**config.mk**
```make
export PLATFORM = sky130hd
export DESIGN_NAME = fetch_stage
export DESIGN_NICKNAME = d
export VERILOG_FILES = /design/src/rtl/common_pkg.sv /design/src/rtl/fetch_pkg.sv /design/src/rtl/fetch_stage_pc_select.sv /design/src/rtl/fetch_stage.sv
export SDC_FILE = /design/constraint.sdc
export NUM_CORES = 1
export LEC_CHECK = 0
export BUFFER_PORTS_ARGS = -buffer_cell sky130_fd_sc_hd__buf_4
export CORE_ASPECT_RATIO = 1.4
export CORE_UTILIZATION = 52
export DETAILED_ROUTE_END_ITERATION = 10
export PLACE_DENSITY = 0.91
export SYNTH_ARGS = -nofsm -noshare
export SYNTH_HDL_FRONTEND = slang
export SYNTH_HIERARCHICAL = 1
export SYNTH_SLANG_ARGS = --single-unit
```
**constraint.sdc**
```tcl
create_clock -name clk -period 3.15 [get_ports clk]
set_input_delay 0.4725 -clock clk [delete_from_list [all_inputs] [get_ports clk]]
set_output_delay 0.4725 -clock clk [all_outputs]
set_load 0.005 [all_outputs]
```
**src/rtl/common_pkg.sv**
```systemverilog
// Shared datapath types for the MIPS pipeline.
package common;
    typedef logic [31:0] word_t;
endpackage

```
**src/rtl/fetch_pkg.sv**
```systemverilog
// Types and constants shared by the instruction-fetch stage and its next-PC mux.
package fetch_pkg;
    typedef common::word_t word_t;

    localparam word_t RESET_PC_DEFAULT = 32'hbfc0_0000;

    typedef enum logic [1:0] {
        REQ  = 2'd0,
        WAIT = 2'd1,
        HOLD = 2'd2
    } fetch_state_t;

    typedef struct packed {
        word_t pc;
        word_t pcplus4;
        word_t raw_instr;
        logic  exception_instr;
    } fetch_data_t;

    function automatic word_t pcPlus4(input word_t pc);
        return pc + 32'd4;
    endfunction
endpackage

```
**src/rtl/fetch_stage_pc_select.sv**
```systemverilog
// Combinational next-PC mux: exception redirect, then pending branch/jump target, then PC+4.
module pc_select
    import fetch_pkg::*;
(
    input  word_t i_pc,
    input  logic  i_exc_valid,
    input  word_t i_exc_pc,
    input  logic  i_pend_valid,
    input  word_t i_pend_pc,
    input  logic  i_d_redirect,
    input  logic  i_is_jr,
    input  logic  i_is_jump,
    input  word_t i_pcbranch,
    input  word_t i_pcjump,
    input  word_t i_pcjr,
    output logic  o_pend_valid,
    output word_t o_pend_pc,
    output word_t o_next_pc
);
    word_t w_target;

    // A redirect arriving this cycle replaces whatever target is already pending.
    always_comb begin
        w_target     = i_is_jr ? i_pcjr : (i_is_jump ? i_pcjump : i_pcbranch);
        o_pend_valid = i_d_redirect | i_pend_valid;
        o_pend_pc    = i_d_redirect ? w_target : i_pend_pc;
        if (i_exc_valid) begin
            o_next_pc = i_exc_pc;
        end else if (o_pend_valid) begin
            o_next_pc = o_pend_pc;
        end else begin
            o_next_pc = pcPlus4(i_pc);
        end
    end
endmodule

```
**src/rtl/fetch_stage.sv**
```systemverilog
// MIPS instruction-fetch stage: owns the PC, drives the instruction bus, holds the F->D word.
// Optional FETCH_ADDR_ERR_EN: misaligned PC raises AdEL in exception_instr instead of fetching.
module fetch_stage
    import fetch_pkg::*;
#(
    parameter word_t RESET_PC = RESET_PC_DEFAULT,
    parameter int    EXC_BITS = 1
) (
    input  logic                clk,
    input  logic                resetn,
    output logic                o_ireq_valid,
    output word_t               o_ireq_addr,
    input  logic                i_ireq_addr_ok,
    input  logic                i_iresp_data_ok,
    input  word_t               i_iresp_data,
    input  logic                i_branch_taken,
    input  logic                i_is_jump,
    input  logic                i_is_jr,
    input  word_t               i_pcbranch,
    input  word_t               i_pcjump,
    input  word_t               i_pcjr,
    input  logic                i_exc_valid,
    input  word_t               i_exc_pc,
    input  logic                i_stallF,
    input  logic                i_flushD,
    output logic                o_dataF_valid,
    output word_t               o_dataF_pc,
    output word_t               o_dataF_pcplus4,
    output word_t               o_dataF_raw_instr,
    output logic [EXC_BITS-1:0] o_dataF_exception_instr,
    output logic                o_fetch_busy
);
    fetch_state_t r_state, w_stateNext;
    word_t        r_pc, r_pendPc, w_pendPc, w_nextPc;
    logic         r_pendValid, w_pendValid;
    logic [1:0]   r_discardCnt;
    fetch_data_t  r_data;
    logic         r_dataValid;
    logic         w_dRedirect, w_stale, w_addrErr;
    logic         w_latch, w_errLatch, w_advance, w_discardInc, w_ireqValid;

    assign w_dRedirect = (i_branch_taken | i_is_jump | i_is_jr) & ~i_stallF;
    assign w_stale     = i_iresp_data_ok & (r_discardCnt != 2'd0);

`ifdef FETCH_ADDR_ERR_EN
    assign w_addrErr   = (r_pc[1:0] != 2'b00);
    assign o_ireq_addr = r_pc;
`else
    assign w_addrErr   = 1'b0;
    assign o_ireq_addr = {r_pc[31:2], 2'b00};
`endif

    pc_select u_pcSelect (
        .i_pc         (r_pc),
        .i_exc_valid  (i_exc_valid),
        .i_exc_pc     (i_exc_pc),
        .i_pend_valid (r_pendValid),
        .i_pend_pc    (r_pendPc),
        .i_d_redirect (w_dRedirect),
        .i_is_jr      (i_is_jr),
        .i_is_jump    (i_is_jump),
        .i_pcbranch   (i_pcbranch),
        .i_pcjump     (i_pcjump),
        .i_pcjr       (i_pcjr),
        .o_pend_valid (w_pendValid),
        .o_pend_pc    (w_pendPc),
        .o_next_pc    (w_nextPc)
    );

    // A request accepted alongside an exception, or abandoned in WAIT, leaves a response to drop.
    always_comb begin
        w_stateNext  = r_state;
        w_latch      = 1'b0;
        w_errLatch   = 1'b0;
        w_advance    = 1'b0;
        w_discardInc = 1'b0;
        w_ireqValid  = 1'b0;
        case (r_state)
            REQ: begin
                w_ireqValid = ~w_addrErr;
                if (i_exc_valid) begin
                    w_discardInc = i_ireq_addr_ok & ~w_addrErr;
                end else if (w_addrErr) begin
                    w_errLatch  = 1'b1;
                    w_stateNext = HOLD;
                end else if (i_ireq_addr_ok) begin
                    w_stateNext = WAIT;
                end
            end
            WAIT: begin
                if (i_exc_valid) begin
                    w_discardInc = ~(i_iresp_data_ok & ~w_stale);
                    w_stateNext  = REQ;
                end else if (i_iresp_data_ok & ~w_stale) begin
                    w_latch     = 1'b1;
                    w_stateNext = HOLD;
                end
            end
            HOLD: begin
                if (i_exc_valid) begin
                    w_stateNext = REQ;
                end else if (~i_stallF) begin
                    w_advance   = 1'b1;
                    w_stateNext = REQ;
                end
            end
            default: w_stateNext = REQ;
        endcase
    end

    always_ff @(posedge clk) begin
        if (!resetn) begin
            r_state      <= REQ;
            r_pc         <= RESET_PC;
            r_pendValid  <= 1'b0;
            r_pendPc     <= '0;
            r_discardCnt <= 2'd0;
            r_dataValid  <= 1'b0;
            r_data       <= '0;
        end else begin
            r_state      <= w_stateNext;
            r_discardCnt <= r_discardCnt - {1'b0, w_stale} + {1'b0, w_discardInc};
            if (i_exc_valid || w_advance) begin
                r_pc        <= w_nextPc;
                r_pendValid <= 1'b0;
            end else begin
                r_pendValid <= w_pendValid;
                r_pendPc    <= w_pendPc;
            end
            if (w_latch || w_errLatch) begin
                r_dataValid <= 1'b1;
                r_data      <= '{pc: r_pc, pcplus4: pcPlus4(r_pc),
                                 raw_instr: (w_errLatch ? '0 : i_iresp_data),
                                 exception_instr: w_errLatch};
            end else if (i_exc_valid || w_advance || (i_flushD && !i_stallF)) begin
                r_dataValid <= 1'b0;
            end
        end
    end

    assign o_ireq_valid            = w_ireqValid & resetn;
    assign o_fetch_busy            = (r_state != HOLD) | (r_discardCnt != 2'd0);
    assign o_dataF_valid           = r_dataValid;
    assign o_dataF_pc              = r_data.pc;
    assign o_dataF_pcplus4         = r_data.pcplus4;
    assign o_dataF_raw_instr       = r_data.raw_instr;
    assign o_dataF_exception_instr = EXC_BITS'(r_data.exception_instr);

    // More than three abandoned requests in flight means the bus broke its ordering promise.
    assert property (@(posedge clk) disable iff (!resetn)
        !(w_discardInc && !w_stale && r_discardCnt == 2'd3));
endmodule
```
### Word-level counts from Yosys, hierarchy flattened

Cells that the tools add are included.

| storage, ports and cells | value |
|---|---|
| register bits after elaboration | 166 |
| bits of input ports | 170 |
| word-level logic and storage cells | 64 |

| cells by class | value |
|---|---|
| add/sub/neg operators | 3 |
| equal/unequal tests | 7 |
| muxes and demuxes | 24 |
| bitwise logic cells | 12 |
| reductions and logical operators | 9 |

Operators by type and width:

| cell | number |
|---|---|
| 32-bit 2-to-1 mux | 5 |
| 32-bit by 3-bit adder with 32-bit output (second input constant) | 1 |
| 2-bit 2-to-1 mux | 6 |
| 1-bit 2-to-1 mux | 11 |
| 2-bit != test (second input constant) | 3 |
| 3-bit != test (second input constant) | 2 |
| 2-bit one-hot mux with 3 select lines | 1 |
| 1-bit AND | 4 |
| 1-bit NOT | 4 |
| 1-bit OR | 4 |
| 4-bit AND reduction | 1 |
| 2-bit nonzero test | 2 |
| 2-bit by 1-bit adder with 2-bit output | 1 |
| 2-bit by 1-bit == test with 1-bit output (second input constant) | 1 |
| 2-bit == test (second input constant) | 1 |
| 2-bit logical NOT | 1 |
| 1-bit logical OR | 2 |
| 1-bit one-hot mux with 2 select lines | 1 |
| 2-bit OR reduction | 1 |
| 2-bit by 1-bit subtractor with 2-bit output | 1 |
| 1-bit logical AND | 1 |
| 1-bit logical NOT | 1 |

### Longest topological paths before layout

Gate-level depths: netlist of the first run.

| logic depth | value |
|---|---|
| depth in word-level cells | 8 |
| gate-level depth with buffers | 9 |
| depth with buffers taken out | 9 |

### Cells and area by module

Netlist of the first run, hierarchy kept.

By module, submodules not included:

| module | times used | cells each | area each (µm²) |
|---|---|---|---|
| fetch_stage | 1 | 838 | 6652.6 |
| pc_select | 1 | 411 | 2672.6 |

### Least setup slack after synthesis of the first run

No wires, ideal clock.

| path | value |
|---|---|
| path kind | register -> register |
| start point | register r_pc[2] |
| end point | register r_pc[20] |
| library setup time | 0.070 ns |
| arrival | 2.209 ns |
| data required time | 3.080 ns |
| setup slack | 0.871 ns |
| stages on the path, launching flop included | 9 |
| buffers on the path | 1 |
| clock period less this slack | 2.279 ns |
| path through | dfxtp_1 -> ha_1 -> clkbuf_1 -> nand3_1 -> or4_1 -> or3_1 -> a31oi_1 -> nand2_1 -> a21oi_1 |

| on the way | value |
|---|---|
| cells in the longest elaborated chain, start to end | 3 |

Ends and longest elaborated chain:

| item | RTL line | text |
|---|---|---|
| start: declaration | fetch_stage.sv:34 | `word_t r_pc, r_pendPc, w_pendPc, w_nextPc;` |
| start signal: assignment | fetch_stage.sv:124 | `r_pc <= w_nextPc;` |
| 32-bit by 3-bit adder with 32-bit output | fetch_pkg.sv:21 | `return pc + 32'd4;` |
| 32-bit 2-to-1 mux | fetch_stage_pc_select.sv:29 | `end else if (o_pend_valid) begin` |
| 32-bit 2-to-1 mux | fetch_stage_pc_select.sv:27 | `if (i_exc_valid) begin` |
| via w_nextPc[20] | fetch_stage.sv:34 |  |

The timed path passes the listed nets, and every way through them passes these cells.
A chain may end at the register's enable or synchronous reset.

### Worst setup path after layout of the first run

| path | value |
|---|---|
| start point | register r_pc[12] |
| end point | register r_pc[21] |

The elaborated chain is that of the path after synthesis.

==> flow_metrics.tcl, run 1 <==
set metrics [dict create \
    p_switching_mw 1.553 \
    setup_ws_ns 0.6379 \
    power_density_nw_per_um2 447.7 \
    pwr-share-clk_pct 39.8 \
    postSynthAreaPerCell_um2 7.466 \
    min_period_over_period_pct 79.75 \
    synth_cell_types 66 \
    final.setup_skew_ns 0.01429 \
    hp-class "in -> reg" \
    drv_cap 0 \
    yosysSeqAreaShare_pct 35.21 \
    place_congestion 0.8997 \
    start_util_pct 53.37 \
    die_y_um 160.5 \
    fin_area_um2 12010 \
    ir_drop_v 0.0003299 \
    cts_htree_levels 4 \
    netlist_area_um2 9325 \
    setup_viol 0 \
    yosysMostFrequentCell "nand2_1" \
    p_leak_nw 4.860 \
    grt_overflow 0 \
    areaGrowthSynthToFinish_pct 28.74 \
    cts_resized 0 \
    track_usage_pct 30.99 \
    layout-drive-gt1-share_pct 27.33 \
    p_comb_share_pct 17.3 \
    worstMarginPinSlew_ns 1.075 \
    grt_setup_unrepaired "false" \
    die_w_um 115.2 \
    final_nets 1628 \
    critical_path.max_fanout 11 \
    slew_viol_final 0 \
    clk_root_buffer_cell "clkbuf_16" \
    p_sw_share_pct 28.88 \
    initialDrtViolationCount 1025 \
    first_pass_iters 8 \
    cp-start-kind "flip-flop" \
    p_int_mw 3.823 \
    synthTopCellsByCount "306 x nand2_1, 164 x dfxtp_1, 132 x a21oi_1, 72 x clkbuf_1, 71 x o21ai_0" \
    clock_path_buffers 2 \
    relSlewSlack_pct 28.27 \
    via_per_inst 5.951 \
    pre_cts_ws_ns 0.7662 \
    numCtsBuffers 17 \
    num_rows 57 \
    dpl.hpwl_um 20370 \
    synth_cells 1249 \
    insertion_delay_ns 0.43 \
    clkTransAtPathRegs_ns 0.07 \
    die_area_um2 18480 \
    synth_area_leader_cell "dfxtp_1" \
    wl_per_cell_um 17.14 \
    worst-endpoint-required_ns 3.50 \
    ant_nets 0 \
    io_pins 302 \
    via_count 10130 \
    async_flop_share_pct 0 \
    drcViolationCount 0 \
    synth.area.top_cells "dfxtp_1 35%, nand2_1 12%, a21oi_1 7.1%" \
    cts_tree "done" \
    crit_path_end_kind "flip-flop" \
    crit_arrival_ns 2.86 \
    core_area_um2 17470 \
    clock-sinks 164 \
    hold_viol 0 \
    ys.flop_type "dfxtp_1" \
    yosysTopAreaCellShare_pct 35.21 \
    n_antenna_cell 0 \
    fin_crit_ns 2.512 \
    fin_tns_setup_ns 0 \
    nFillCells 1423 \
    ys_seq_elements 164 \
    critPathKind "reg -> reg" \
    yosysWarnings 6 \
    p_seq_share_pct 42.9 \
    grt_pass1_wl_um 45820 \
    grt_antenna_before_repair 0 \
    grt_max_degree 132 \
    wirelength_um 29190 \
    reg2reg_slack_ns 0.64 \
    status "complete, no violations" \
    cts_setup_buffers 0 \
    portBuffers 298 \
    postPlaceCellArea_um2 11410 \
    grt_pass1_vias 9444 \
    cts_hold_buf 0 \
    fmax_mhz 398.1 \
    synth_edf_count 0 \
]
-- stage by stage --
stage / utilization (%) / instances / hold WS (ns) / power, mW
after floorplan: - / 1251 / 0.4338 / 2.871
after global placement: 65.29 / 1671 / 0.4390 / 3.235
after detailed placement: 65.29 / 1671 / 0.4456 / 3.263
after CTS: 68.71 / 1703 / 0.2809 / 5.370
after global routing: 68.71 / 1703 / 0.2807 / 5.581
final: 68.71 / 1703 / 0.2842 / 5.375
-- worst paths after layout --
check	from	depth (start not counted)	endpoint
worst max-delay path	r_pc[12]$_SDFFE_PN0P_	6	r_pc[21]$_SDFFE_PN0P_
worst min-delay path	i_iresp_data[10]	3	o_dataF_raw_instr[10]$_SDFFE_PN0P_
worst max register to register	r_pc[12]$_SDFFE_PN0P_	6	r_pc[21]$_SDFFE_PN0P_
worst min register to register	o_dataF_raw_instr[9]$_SDFFE_PN0P_	2	o_dataF_raw_instr[9]$_SDFFE_PN0P_
-- layer usage --
| metal | part of all wire, % | global-route usage, % |
|---|---|---|
| met5 | 0 | 0 |
| met3 | 7.6 | 5.660 |
| met1 | 38 | 35.23 |
| met4 | 4.5 | 15.53 |
| met2 | 50 | 54.71 |
-- state kept, by name (all words and copies together), names as in the netlist --
| signal | cells |
|---|---|
| o_dataF_raw_instr | 32 |
| r_pendValid | 1 |
| r_state | 2 |
| o_dataF_pcplus4 | 30 |
| o_dataF_pc | 32 |
| r_pc | 32 |
| r_pendPc | 32 |
| o_dataF_valid | 1 |
| r_discardCnt | 2 |
-- critical path, cell delays in order, from the launching register on --
cell	delay, ns
dfxtp_1	0.66
nand3_1	0.34
or4_4	0.68
or3_1	0.35
a31oi_1	0.17
nand2_1	0.08
a21oi_1	0.16
-- placed cells by master (no fill, tap or decap), types with 5 or more instances in the layout --
master / netlist / final
a2bb2oi_1: 6 / 6
and4_1: 8 / 8
nand2_1: 306 / 305
a22oi_1: 10 / 10
o21a_1: 13 / 13
o21ai_0: 71 / 71
mux2_2: 28 / 28
buf_12: 0 / 5
nor2b_1: 5 / 5
mux2i_1: 24 / 24
nor4_1: 8 / 8
a31oi_1: 24 / 24
a211oi_1: 17 / 17
o31a_1: 6 / 6
xor2_1: 13 / 13
clkbuf_16: 0 / 17
o31ai_1: 16 / 16
nor2_1: 28 / 27
or4_1: 15 / 15
nand4_1: 19 / 19
nor3_1: 15 / 15
xnor2_1: 7 / 7
buf_4: 36 / 313
o211ai_1: 23 / 23
nand2b_1: 13 / 13
inv_1: 28 / 28
dfxtp_1: 164 / 164
nand3_1: 33 / 33
or3_1: 9 / 9
a21oi_1: 132 / 131
and3_1: 18 / 18
-- power by group through the flow --
| stage | sequential [mW] | combinational (mW) | clock (mW) |
|---|---|---|---|
| 4_1_cts | 2.30 | 0.919 | 2.15 |
| 6_report | 2.31 | 0.929 | 2.14 |
| 3_5_place_dp | 2.35 | 0.913 | 0 |
| 2_1_floorplan | 2.30 | 0.569 | 0 |
| 5_1_grt | 2.32 | 1.01 | 2.25 |
| 3_3_place_gp | 2.34 | 0.890 | 0 |
-- logic make-up (layout without fill, tap and decap cells) --
logic type	Yosys count	count (layout)	synth area share, %
xor+xnor	20	20	1.878
simple gates	495	495	24.85
buf+inv	165	381	8.721
flops	164	164	35.21
mux	52	52	5.957
fa+ha+maj	4	4	0.5367
compound gates	348	348	22.81
other cells	1	3	0.04021
-- final cells by class --
type,instances,area [µm²],area share [%]
Multi-Input combinational cell,922,5261,43.82
Sequential cell,164,3283,27.35
Timing Repair Buffer,318,2450,20.41
Clock buffer,18,429.2,3.575
Tap cell,236,295.3,2.460
Clock inverter,14,167.7,1.397
Inverter,31,118.9,0.9901
Note: power is estimated with default switching activity, not from simulation.
==> run 2: changes to the inputs <==
CORE_UTILIZATION = 47   (was 52)
PLACE_DENSITY = 0.87   (was 0.91)
clock period = 2.1 ns   (was 3.15 ns; I/O delays follow)
==> run 2 against run 1 <==
Effect of this change: global-route usage is 2.5 points lower; critical endpoint is now r_pc[17]$_SDFFE_PN0P_; highest routed layer unchanged; largest cell class unchanged; design area is 5.0% higher; via count is 2.9% higher.
==> flow_metrics.tcl, run 2 (synthesis gave the netlist of run 1 again) <==
set metrics [dict create \
    status "complete, no violations" \
    n_antenna_cell 0 \
    critical_path.max_fanout 14 \
    hold_viol 0 \
    die_area_um2 20420 \
    wirelength_um 30270 \
    areaGrowthSynthToFinish_pct 35.23 \
    p_seq_share_pct 41.4 \
    hold_ws_ns 0.1188 \
    p_leak_nw 5.227 \
    wl_per_cell_um 16.96 \
    hp-class "in -> reg" \
    pwr-share-clk_pct 39.2 \
    worstMarginPinSlew_ns 0.9535 \
    ant_nets 0 \
    final_common_cell "buf_4" \
    crit_chain "buf_4 > nand4_1 > or4_4 > xor2_1 > a221oi_1 > nand2_1 > a21oi_1" \
    grt_max_degree 74 \
    fmax_mhz 489.2 \
    grt_overflow 0 \
    die_y_um 168.7 \
    cpMaxStageDelayCell "or4_4" \
    crit_path_end_kind "flip-flop" \
    clkTransAtPathRegs_ns 0.07 \
    min_period_over_period_pct 97.34 \
    nFillCells 1652 \
    core_area_um2 19290 \
    grt_pass1_vias 9592 \
    cp_num_buf_inv 1 \
    slew_viol_final 0 \
    io_pins 302 \
    start_util_pct 48.33 \
    drv_cap 0 \
    die_w_um 121.0 \
    relSlewSlack_pct 36.29 \
    pre_cts_ws_ns -0.05241 \
    fin_area_um2 12610 \
    setup_ws_ns 0.05580 \
    dpl.hpwl_um 21730 \
    p_int_mw 5.816 \
    final.setup_skew_ns 0.007827 \
    critPathKind "reg -> reg" \
    numCtsBuffers 17 \
    crit_arrival_ns 2.42 \
    fin_crit_ns 2.044 \
    ir_drop_v 0.0006050 \
    cp_top_family "simple AND/OR/NAND/NOR gates" \
    clock_path_buffers 2 \
    portBuffers 298 \
    clock-sinks 164 \
    insertion_delay_ns 0.44 \
    drcViolationCount 0 \
    num_rows 60 \
    layout-drive-gt1-share_pct 32.27 \
    cts_tree "done" \
    post-route-util_pct 65.36 \
    initialDrtViolationCount 1101 \
    grt_antenna_before_repair 0 \
    grt_pass1_wl_um 46690 \
    place_congestion 0.8862 \
    setup_viol 0 \
    p_switching_mw 2.370 \
    clk_root_buffer_cell "clkbuf_16" \
    via_count 10420 \
    p_sw_share_pct 28.95 \
    track_usage_pct 28.51 \
    cts_htree_levels 4 \
    cp-start-kind "flip-flop" \
    slowest_delay_ns 0.52 \
    p_comb_share_pct 19.4 \
    layout_common_cells "380 x buf_4, 304 x nand2_1, 146 x dfxtp_1" \
    worst-endpoint-required_ns 2.47 \
    first_pass_iters 5 \
    postPlaceCellArea_um2 11950 \
    final_nets 1698 \
    via_per_inst 5.840 \
    cts_hold_buf 0 \
    grt_setup_unrepaired "true" \
    power_density_nw_per_um2 649.1 \
]
## run 2: final cells by class
| cell class | count | area, µm² | share of cell area [%] |
|---|---|---|---|
| clock buffers | 17 | 425.4 | 3.373 |
| clock inverters | 15 | 167.7 | 1.330 |
| inverters | 31 | 118.9 | 0.9426 |
| multi-input cells | 923 | 5296 | 42.00 |
| flip-flops and latches | 164 | 3308 | 26.23 |
| well taps | 248 | 310.3 | 2.461 |
| repair buffers | 387 | 2984 | 23.66 |
## run 2: layer usage
layer	vias up	track usage [%]	wire length [µm]
met1	4797	32.71	11310
met5	-	0	0
li1	4940	-	-
met4	0	16.21	1474
met2	571	48.87	15100
met3	116	5.728	2383
## run 2: power groups by stage
stage / Sequential, mW / Combinational (mW) / Clock, mW
floorplan: 3.46 / 0.853 / 0
global placement: 3.44 / 1.51 / 0
detailed placement: 3.45 / 1.55 / 0
CTS: 3.38 / 1.56 / 3.22
global route: 3.41 / 1.72 / 3.35
finish: 3.39 / 1.59 / 3.21
## run 2: final timing paths
kind	startpoint	end	slack, ns	depth (start not counted)
hold / removal	i_iresp_data[15]	o_dataF_raw_instr[15]$_SDFFE_PN0P_	0.12	3
setup reg to reg	r_pc[2]$_SDFFE_PN0P_	r_pc[17]$_SDFFE_PN0P_	0.06	7
hold reg to reg	r_pendPc[1]$_SDFFE_PN0N_	r_pendPc[1]$_SDFFE_PN0N_	0.46	2
setup / recovery	r_pc[2]$_SDFFE_PN0P_	r_pc[17]$_SDFFE_PN0P_	0.06	7
## run 2: metrics by stage
| step | TNS, ns | power, mW | instances |
|---|---|---|---|
| after global placement | 0 | 4.954 | 1751 |
| after floorplan | 0 | 4.308 | 1251 |
| after CTS | 0 | 8.164 | 1783 |
| final | 0 | 8.186 | 1785 |
| after detailed placement | -0.1631 | 5.000 | 1751 |
| after global routing | -0.03324 | 8.483 | 1785 |
## run 2: timing repair
action,in CTS,in global routing
gates cloned,0,1
pin swaps,0,2
endpoints found under the setup margin,4,17
buffers inserted,0,1
gates resized for setup,2,22
## run 2: tightest hold or removal path: stages
cell	delay, ns
buf_4	0.11
nand2_1	0.04
a21oi_1	0.05
==> run 3: changes to the inputs <==
clock period = 1.68 ns   (was 2.1 ns; I/O delays follow)
==> run 3 against run 2 <==
Effect of this change: the flow now finishes with violations (negative setup slack); global-route usage is 3.0 points higher; sequential power is 25% higher; register-to-register slack worse by 0.61 ns; die area did not move; sequential share of layout area fell by 2.6 points; flip-flop and latch count is the same; power increased by 27%; final cell count grew 6.3%; non-clock buffer count rose by 114; clock-buffer cell count stayed put; critical path depth is the same; fmax is 8.3% lower.
==> flow_metrics.tcl, run 3 (synthesis gave the netlist of run 1 again) <==
set metrics [dict create \
    status "finished, violations left" \
    failed_checks "negative setup slack" \
    grt_pass1_wl_um 51430 \
    via_count 11450 \
    crit_arrival_ns 2.54 \
    final.setup_skew_ns 0.02555 \
    postPlaceCellArea_um2 12610 \
    hold_ws_ns 0.05230 \
    ff2ff_path_depth 7 \
    drv_cap 0 \
    core_area_um2 19290 \
    ir_drop_v 0.0006931 \
    cpMaxStageDelayCell "or4_4" \
    final_nets 1811 \
    p_leak_nw 6.007 \
    clock_path_buffers 2 \
    power_density_nw_per_um2 731.3 \
    whs_endpoint "o_dataF_raw_instr[17]$_SDFFE_PN0P_" \
    areaGrowthSynthToFinish_pct 52.50 \
    placed_cells 1820 \
    slew_viol_final 0 \
    crit_path_end_kind "flip-flop" \
    initialDrtViolationCount 1442 \
    p_switching_mw 3.199 \
    dpl.hpwl_um 23090 \
    fin_crit_ns 2.230 \
    p_comb_share_pct 23.4 \
    critPathKind "reg -> reg" \
    grt_max_degree 99 \
    cts_htree_levels 4 \
    stdcell_count 1898 \
    die_area_um2 20420 \
    portBuffers 298 \
    n_antenna_cell 0 \
    fin_tns_setup_ns -9.385 \
    fmax_mhz 448.4 \
    cts_tree "done" \
    cp_num_buf_inv 0 \
    r2r_end "r_pc[30]$_SDFFE_PN0P_" \
    p_int_mw 7.202 \
    layout_common_cells "460 x buf_4, 302 x nand2_1, 137 x dfxtp_1" \
    reg2reg_slack_ns -0.55 \
    clock-sinks 164 \
    setup_ws_ns -0.5502 \
    hold_viol 0 \
    numCtsBuffers 17 \
    crit-reg2reg-launch "r_pc[3]$_SDFFE_PN0P_" \
    grt_pass1_vias 10510 \
    p_sw_share_pct 30.76 \
    insertion_delay_ns 0.45 \
    crit_chain "ha_4 > nand3_2 > or4_4 > or3_1 > a31oi_1 > nand2_1 > a21oi_2" \
    ant_nets 0 \
    hp-class "in -> reg" \
    holdPathStages 3 \
    clkTransAtPathRegs_ns 0.08 \
    final_common_cell "buf_4" \
    min_from "i_iresp_data[17]" \
    cp-start-kind "flip-flop" \
    worstMarginPinSlew_ns 0.5691 \
    worst-endpoint-required_ns 1.99 \
    pre_cts_ws_ns -0.2454 \
    num_rows 60 \
    die_y_um 168.7 \
    total_power_mw 10.40 \
    place_congestion 0.9139 \
    slowest_delay_ns 0.55 \
    cp_top_family "simple AND/OR/NAND/NOR gates" \
    fin_area_um2 14220 \
    p_seq_share_pct 40.6 \
    grt_overflow 0 \
    via_per_inst 6.035 \
    grt_setup_unrepaired "true" \
    layout-drive-gt1-share_pct 42.48 \
    min_period_over_period_pct 132.8 \
    start_util_pct 48.33 \
    wl_per_cell_um 19.56 \
    post-route-util_pct 73.71 \
    relSlewSlack_pct 61.71 \
    first_pass_iters 7 \
    wirelength_um 37120 \
    track_usage_pct 31.46 \
    critical_path.max_fanout 5 \
    drcViolationCount 0 \
    setup_viol 44 \
    grt_antenna_before_repair 0 \
    pwr-share-clk_pct 36.0 \
    die_w_um 121.0 \
    clk_root_buffer_cell "clkbuf_16" \
    io_pins 302 \
]
## run 3: how the worst max path moves through the flow
stage / startpoint / to / slack, ns / cells past startpoint
global route: r_pc[3]$_SDFFE_PN0P_ / r_pc[30]$_SDFFE_PN0P_ / -0.54 / 7
CTS: r_pc[7]$_SDFFE_PN0P_ / o_dataF_pcplus4[18]$_SDFFE_PN0P_ / -0.25 / 6
floorplan: r_pc[8]$_SDFFE_PN0P_ / r_pc[31]$_SDFFE_PN1P_ / -0.27 / 8
finish: r_pc[3]$_SDFFE_PN0P_ / r_pc[30]$_SDFFE_PN0P_ / -0.55 / 7
global placement: r_pc[6]$_SDFFE_PN0P_ / r_pc[31]$_SDFFE_PN1P_ / -0.23 / 6
detailed placement: r_pc[13]$_SDFFE_PN0P_ / r_pc[31]$_SDFFE_PN1P_ / -0.25 / 6
## run 3: what timing repair did
action                     CTS  global route
hold buffers                 0             0
resized for setup           71            83
pin swaps                   48            63
setup endpoints to repair   37            64
setup buffers               29            20
gates cloned                 0             2
## run 3: worst reg2reg max path, cell delays in order (launching register included)
cell and delay, ns:
dfxtp_4 0.40, ha_4 0.16, nand3_2 0.07, or4_4 0.55, or3_1 0.33, a31oi_1 0.16, nand2_1 0.11, a21oi_2 0.32
## run 3: layout make-up
cell class / count / area [µm²]
clock buffers: 17 / 425.4
inverters: 31 / 120.1
fillers: 1335 / 5072
well taps: 248 / 310.3
clock inverters: 15 / 122.6
repair buffers: 501 / 4044
flip-flops and latches: 164 / 3357
multi-input cells: 922 / 5842
## run 3: power by group through the flow
stage	clock (mW)	combinational (mW)	sequential, mW
6_report	3.75	2.43	4.23
3_5_place_dp	0	2.12	4.30
2_1_floorplan	0	1.09	4.33
5_1_grt	3.96	2.58	4.24
4_1_cts	3.73	2.21	4.21
3_3_place_gp	0	2.07	4.29
## run 3: layer usage
layer	vias to the layer above	GRT usage (%)	share of wire (%)
met5	-	0	0
met4	0	21.52	7.4
met3	243	5.761	8.9
met2	805	54.43	48
met1	5235	34.60	35
li1	5171	-	-
